$ cat src/rtl/pacman_render_pkg.sv
// Shared types, widths and the fixed colour palette for the pixel renderer.
// Imported by the renderer top and its pipeline helpers.
package pacman_render_pkg;

  typedef enum logic [1:0] {
    SEL_MAP    = 2'd0,
    SEL_PACMAN = 2'd1,
    SEL_GHOST  = 2'd2,
    SEL_NONE   = 2'd3
  } mem_sel_e;

  localparam int TILE_ADDR_W = 11;
  localparam int CHAR_ADDR_W = 14;
  localparam int CIDX_W      = 4;

  // Index 0 must stay black: it doubles as the blank/kill colour.
  localparam logic [23:0] PALETTE [16] = '{
    24'h000000,  // 0 black
    24'h2121FF,  // 1 maze blue
    24'hFFB8AE,  // 2 pellet
    24'hFFFF00,  // 3 pacman yellow
    24'hFF0000,  // 4 ghost red
    24'hFFB8FF,  // 5 pink ghost
    24'h00FFFF,  // 6 cyan ghost
    24'hFFB852,  // 7 orange ghost
    24'hFFFFFF,  // 8 white
    24'h2121DE,  // 9 frightened blue
    24'hDEDEFF,  // 10 ghost eyes
    24'h47B8FF,  // 11 light blue
    24'h00FF00,  // 12 green
    24'hFFB847,  // 13 tan
    24'hDE9751,  // 14 brown
    24'h808080   // 15 grey
  };

  typedef struct packed {
    logic     show_en;
    mem_sel_e sel;
    logic     kill;
  } stage_t;

endpackage

$ cat src/rtl/render_delay_line.sv
// Fixed-depth shift register carrying per-pixel control alongside the ROM reads.
// Every stage clears on reset so in-flight pixels are dropped.
module render_delay_line #(
  parameter int DEPTH = 1,
  parameter int WIDTH = 4
) (
  input  logic             i_clk,
  input  logic             i_rst,
  input  logic [WIDTH-1:0] i_data,
  output logic [WIDTH-1:0] o_data
);

  logic [DEPTH:0][WIDTH-1:0] tap;

  assign tap[0] = i_data;

  generate
    for (genvar gi = 0; gi < DEPTH; gi++) begin : gen_stage
      logic [WIDTH-1:0] stage_reg;

      always_ff @(posedge i_clk) begin
        if (i_rst) begin
          stage_reg <= '0;
        end else begin
          stage_reg <= tap[gi];
        end
      end

      assign tap[gi+1] = stage_reg;
    end
  endgenerate

  assign o_data = tap[DEPTH];

endmodule

$ cat src/rtl/vga_pixel_renderer.sv
// Turns the per-pixel memory selection into ROM reads, palette lookup and
// registered RGB; also owns the power-pellet blink timing.
module vga_pixel_renderer
  import pacman_render_pkg::*;
#(
  parameter int          ROM_LAT      = 1,
  parameter int          BLINK_FRAMES = 10,
  parameter logic [4:0]  PELLET_TILE  = 5'd2
) (
  input  logic                   i_clk,
  input  logic                   i_rst,
  input  logic                   i_show_en,
  input  logic                   i_frame_start,
  input  logic [1:0]             i_mem_select,
  input  logic [4:0]             i_address_map,
  input  logic [7:0]             i_address_char,
  input  logic [5:0]             i_tile_offset,
  input  logic [5:0]             i_char_offset,
  output logic [TILE_ADDR_W-1:0] o_tile_rom_addr,
  input  logic [CIDX_W-1:0]      i_tile_rom_data,
  output logic [CHAR_ADDR_W-1:0] o_char_rom_addr,
  input  logic [CIDX_W-1:0]      i_char_rom_data,
  output logic [7:0]             o_vga_r,
  output logic [7:0]             o_vga_g,
  output logic [7:0]             o_vga_b,
  output logic                   o_show_en
);

  logic [TILE_ADDR_W-1:0] tile_addr_reg;
  logic [CHAR_ADDR_W-1:0] char_addr_reg;
  stage_t                 s0_reg;
  stage_t                 sp_stage;
  logic [7:0]             frame_cnt_reg;
  logic                   blink_phase_reg;
  logic [CIDX_W-1:0]      cidx_next;
  logic [23:0]            rgb_next;
  logic [23:0]            rgb_reg;
  logic                   show_out_reg;
  mem_sel_e               sel_in;

  assign sel_in = mem_sel_e'(i_mem_select);

  // Blink phase flips every BLINK_FRAMES frame pulses.
  always_ff @(posedge i_clk) begin
    if (i_rst) begin
      frame_cnt_reg   <= '0;
      blink_phase_reg <= 1'b0;
    end else if (i_frame_start) begin
      if (frame_cnt_reg == 8'(BLINK_FRAMES - 1)) begin
        frame_cnt_reg   <= '0;
        blink_phase_reg <= ~blink_phase_reg;
      end else begin
        frame_cnt_reg <= frame_cnt_reg + 8'd1;
      end
    end
  end

  // S0: both ROMs are addressed every cycle; the select decides later which
  // result is used, which keeps the address path free of muxing.
  always_ff @(posedge i_clk) begin
    if (i_rst) begin
      tile_addr_reg <= '0;
      char_addr_reg <= '0;
      s0_reg        <= '0;
    end else begin
      tile_addr_reg  <= {i_address_map, i_tile_offset};
      char_addr_reg  <= {i_address_char, i_char_offset};
      s0_reg.show_en <= i_show_en;
      s0_reg.sel     <= sel_in;
      s0_reg.kill    <= (sel_in == SEL_MAP) && (i_address_map == PELLET_TILE)
                        && blink_phase_reg;
    end
  end

  assign o_tile_rom_addr = tile_addr_reg;
  assign o_char_rom_addr = char_addr_reg;

  render_delay_line #(
    .DEPTH (ROM_LAT),
    .WIDTH ($bits(stage_t))
  ) u_delay_line (
    .i_clk  (i_clk),
    .i_rst  (i_rst),
    .i_data (s0_reg),
    .o_data (sp_stage)
  );

  always_comb begin
    cidx_next = '0;
    case (sp_stage.sel)
      SEL_MAP:               cidx_next = i_tile_rom_data;
      SEL_PACMAN, SEL_GHOST: cidx_next = i_char_rom_data;
      default:               cidx_next = '0;
    endcase
    if (!sp_stage.show_en || sp_stage.kill) begin
      cidx_next = '0;
    end
    rgb_next = PALETTE[cidx_next];
  end

  always_ff @(posedge i_clk) begin
    if (i_rst) begin
      rgb_reg      <= '0;
      show_out_reg <= 1'b0;
    end else begin
      rgb_reg      <= rgb_next;
      show_out_reg <= sp_stage.show_en;
    end
  end

  assign o_vga_r   = rgb_reg[23:16];
  assign o_vga_g   = rgb_reg[15:8];
  assign o_vga_b   = rgb_reg[7:0];
  assign o_show_en = show_out_reg;

endmodule

$ cat config.mk
export PLATFORM = sky130hd
export DESIGN_NAME = vga_pixel_renderer
export DESIGN_NICKNAME = d
export VERILOG_FILES = /design/src/rtl/pacman_render_pkg.sv /design/src/rtl/render_delay_line.sv /design/src/rtl/vga_pixel_renderer.sv
export SDC_FILE = /design/constraint.sdc
export NUM_CORES = 1
export LEC_CHECK = 0
export ABC_AREA = 0
export CORE_ASPECT_RATIO = 1.4
export CORE_MARGIN = 2
export CORE_UTILIZATION = 40
export DETAILED_ROUTE_END_ITERATION = 8
export GPL_ROUTABILITY_DRIVEN = 0
export PLACE_DENSITY = 0.84
export REMOVE_ABC_BUFFERS = 1
export SKIP_LAST_GASP = 1
export SLEW_MARGIN = 10
export SYNTH_ARGS = -nofsm -noshare
export SYNTH_HDL_FRONTEND = slang
export SYNTH_SLANG_ARGS = --single-unit
$ cat constraint.sdc
create_clock -name i_clk -period 2.3 [get_ports i_clk]
set_clock_uncertainty 0.1 [all_clocks]
set_input_delay 0.345 -clock i_clk [delete_from_list [all_inputs] [get_ports i_clk]]
set_output_delay 0.345 -clock i_clk [all_outputs]
set_load 0.005 [all_outputs]
==> impl_metrics.py <==
metrics = {
    "critical_path": {
        "crit_type": "reg -> reg",
        "crit_path_start_kind": "register",
        "crit_chain": "inv_1, ha_2, a22o_1, nand2_1, ha_1, nand3_1, a21o_1, a21oi_1",
        "slowest_delay_ns": 0.45,
        "crit_required_ns": 2.47,
        "slowest_stage": "ha_1",
        "cp-end-kind": "register",
        "crit_fanout": 7,
        "cp.arrival_ns": 2.30,
    },
    "finish": {
        "design_area_um2": 3630,
        "nFillCells": 507,
        "finalNetCount": 388,
        "final_util": 0.619,
        "fin_cells": 416,
        "largest_reg_flops": 20,
        "drive_gt1_frac": 0.107,
        "area_growth_pct": 48.6,
        "antenna_cells": 0,
    },
    "floorplanning": {
        "coreArea_um2": 5860,
        "start_util": 0.416,
        "ios": 89,
        "dieWidth_um": 70.0,
        "die_y_um": 96.4,
        "row_count": 33,
        "die_area_um2": 6750,
    },
    "sta": {
        "timing.hold.ws_ns": 0.322,
        "fin_crit_ns": 2.12,
        "finalSetupViolCount": 0,
        "setup_tns_ns": 0,
        "hold_viol_final": 0,
        "rsz0062_at_grt": "false",
        "slew_violations": 0,
        "fmax_mhz": 471,
        "worst_pin_slew_ns": 0.440,
        "worst_slack_ns": 0.175,
        "max-slew-margin-rel": 0.704,
        "period_share": 0.924,
    },
    "detailed_routing": {
        "drt-total-wl_um": 5640,
        "vias_per_cell": 5.17,
        "vias": 2151,
        "route.detailed.drc": 0,
        "ant_nets": 0,
        "drt-initial-drc-count": 148,
        "wl_per_cell_um": 13.6,
        "firstDrtPassIters": 5,
    },
    "global_route": {
        "antenna_found_initial": 0,
        "grt_pass1_vias": 2139,
        "grt_pass1_wl_um": 9360,
        "grt_max_degree": 24,
        "overflow": 0,
        "track_usage": 0.176,
    },
    "synthesis": {
        "synth_top_area_frac": 0.517,
        "synth-xor-area-share": 0.0287,
        "syn_inst": 247,
        "yosysMostFrequentCell": "dfxtp_1",
        "yosysTopAreaCell": "dfxtp_1",
        "synth_area_leaders": "dfxtp_1 (52%), nor2b_1 (8.7%), ha_1 (4.1%), nor2_1 (2.8%), xor2_1 (2.5%)",
        "synth_compound_area_frac": 0.144,
        "synth-simple-area-share": 0.214,
        "yosys_warnings": 0,
        "synth_edf_count": 0,
        "syn_area_um2": 2440,
        "syn_avg_cell_area_um2": 9.88,
        "synth_top_cells_by_count": "dfxtp_1 (63), nor2b_1 (34), nor2_1 (18), nand2_1 (14), a21oi_1 (12)",
        "yosys.area_share.adder": 0.0410,
        "synth_top_family_by_area": "simple AND/OR/NAND/NOR gates",
        "synthArstFlopShare": 0,
        "synth.distinct_cells": 43,
        "synth-seq-area-share": 0.517,
        "synth-main-ff-cell": "dfxtp_1",
        "synth.area.mux_share": 0.00410,
        "synth-seq-cells": 63,
    },
    "cts": {
        "tritoncts": "yes",
        "cts.clk_slew.worst_paths_ns": 0.06,
        "clk_root_buffer_cell": "clkbuf_8",
        "insertion_delay_ns": 0.34,
        "h-tree-depth": 3,
        "cts_hold_buf": 0,
        "clock_path_buffers": 2,
        "clock-sinks": 63,
        "numCtsBuffers": 9,
    },
    "placement": {
        "io_buffers": 88,
        "dp_cells": 400,
        "dpl_worst_slack_ns": 0.0345,
        "post-dp-hpwl_um": 4120,
        "placed_area_um2": 3400,
    },
    "worst_hold_path": {
        "min-delay-path-class": "in -> reg",
    },
    "power_and_ir_drop": {
        "powerDensity_nw_per_um2": 709,
        "p_leak_nw": 1.41,
        "peakVddDrop_mv": 0.440,
        "power_mw": 2.57,
    },
    "run": {
        "drv_cap": 0,
    },
    "status": {
        "status": "finished, final reports clean",
    },
}
[repair_timing]
action,CTS,global route
setup buffers,0,0
setup endpoints to repair,0,4
hold endpoints to repair,0,0
gates resized for setup,0,1
[worst paths after layout]
check                           cells past startpoint                     end  slack [ns]                   start
worst min register to register                      1  u_delay_line.o_data[1]        0.34               s0_reg[1]
worst min-delay path                                2             rgb_reg[12]        0.32                   i_rst
worst max register to register                      8              rgb_reg[0]        0.18  u_delay_line.o_data[2]
worst max-delay path                                8              rgb_reg[0]        0.18  u_delay_line.o_data[2]
[routing by layer]
layer,vias up,global-route usage,wire [µm],share of wire
met4,0,0.122,225,0.040
met3,23,0.0477,408,0.072
met5,-,0,0,0
met1,1002,0.174,2060,0.37
li1,1034,-,-,-
met2,92,0.321,2950,0.52
[worst max-delay path, delay by kind of cell (launching register included)]
| family | cells | cell delay, ns |
|---|---|---|
| DFF | 1 | 0.33 |
| adders and majority gates | 2 | 0.83 |
| and+or+nand+nor | 2 | 0.27 |
| buffers and inverters | 1 | 0.04 |
| AOI/OAI and AO/OA | 3 | 0.49 |
[power by group]
part,switching [mW],internal [mW]
logic,0.144,0.196
clock network,0.408,0.669
registers,0.0178,1.14
[cells in the final DEF (no fill, tap or decap), drive strengths merged, types with 2 or more instances in the layout]
cell / Yosys / routed
inv: 5 / 5
clkdlybuf4s50: 0 / 87
nand3: 9 / 9
dfxtp: 63 / 63
bufinv: 0 / 2
o21ai: 5 / 5
buf: 11 / 15
a31oi: 3 / 3
a21oi: 12 / 12
a22oi: 5 / 5
a211oi: 5 / 5
clkbuf: 8 / 13
nor2: 18 / 18
a211o: 2 / 2
nor3: 7 / 7
nor4: 3 / 3
nor2b: 34 / 34
o211ai: 3 / 3
ha: 8 / 8
nand2: 14 / 14
a311oi: 2 / 2
a22o: 4 / 4
xor2: 7 / 7
nand4: 5 / 5
[final cells by class]
type	instances	area (µm²)	area share
Clock buffer	13	159	0.0438
Clock inverter	3	65.1	0.0179
Inverter	5	18.8	0.00517
Multi-Input combinational cell	160	1050	0.291
Sequential cell	63	1260	0.348
Tap cell	70	87.6	0.0241
Timing Repair Buffer	102	981	0.270
[kinds of logic after synthesis]
family                   after synthesis
AO/OA/AOI/OAI                         46
flip-flops                            63
buffers and inverters                 24
AND/OR/NAND/NOR                       97
adder cells (fa/ha/maj)                8
multiplexers                           1
XOR/XNOR                               8
No activity file was read; power rests on OpenSTA's default activity.
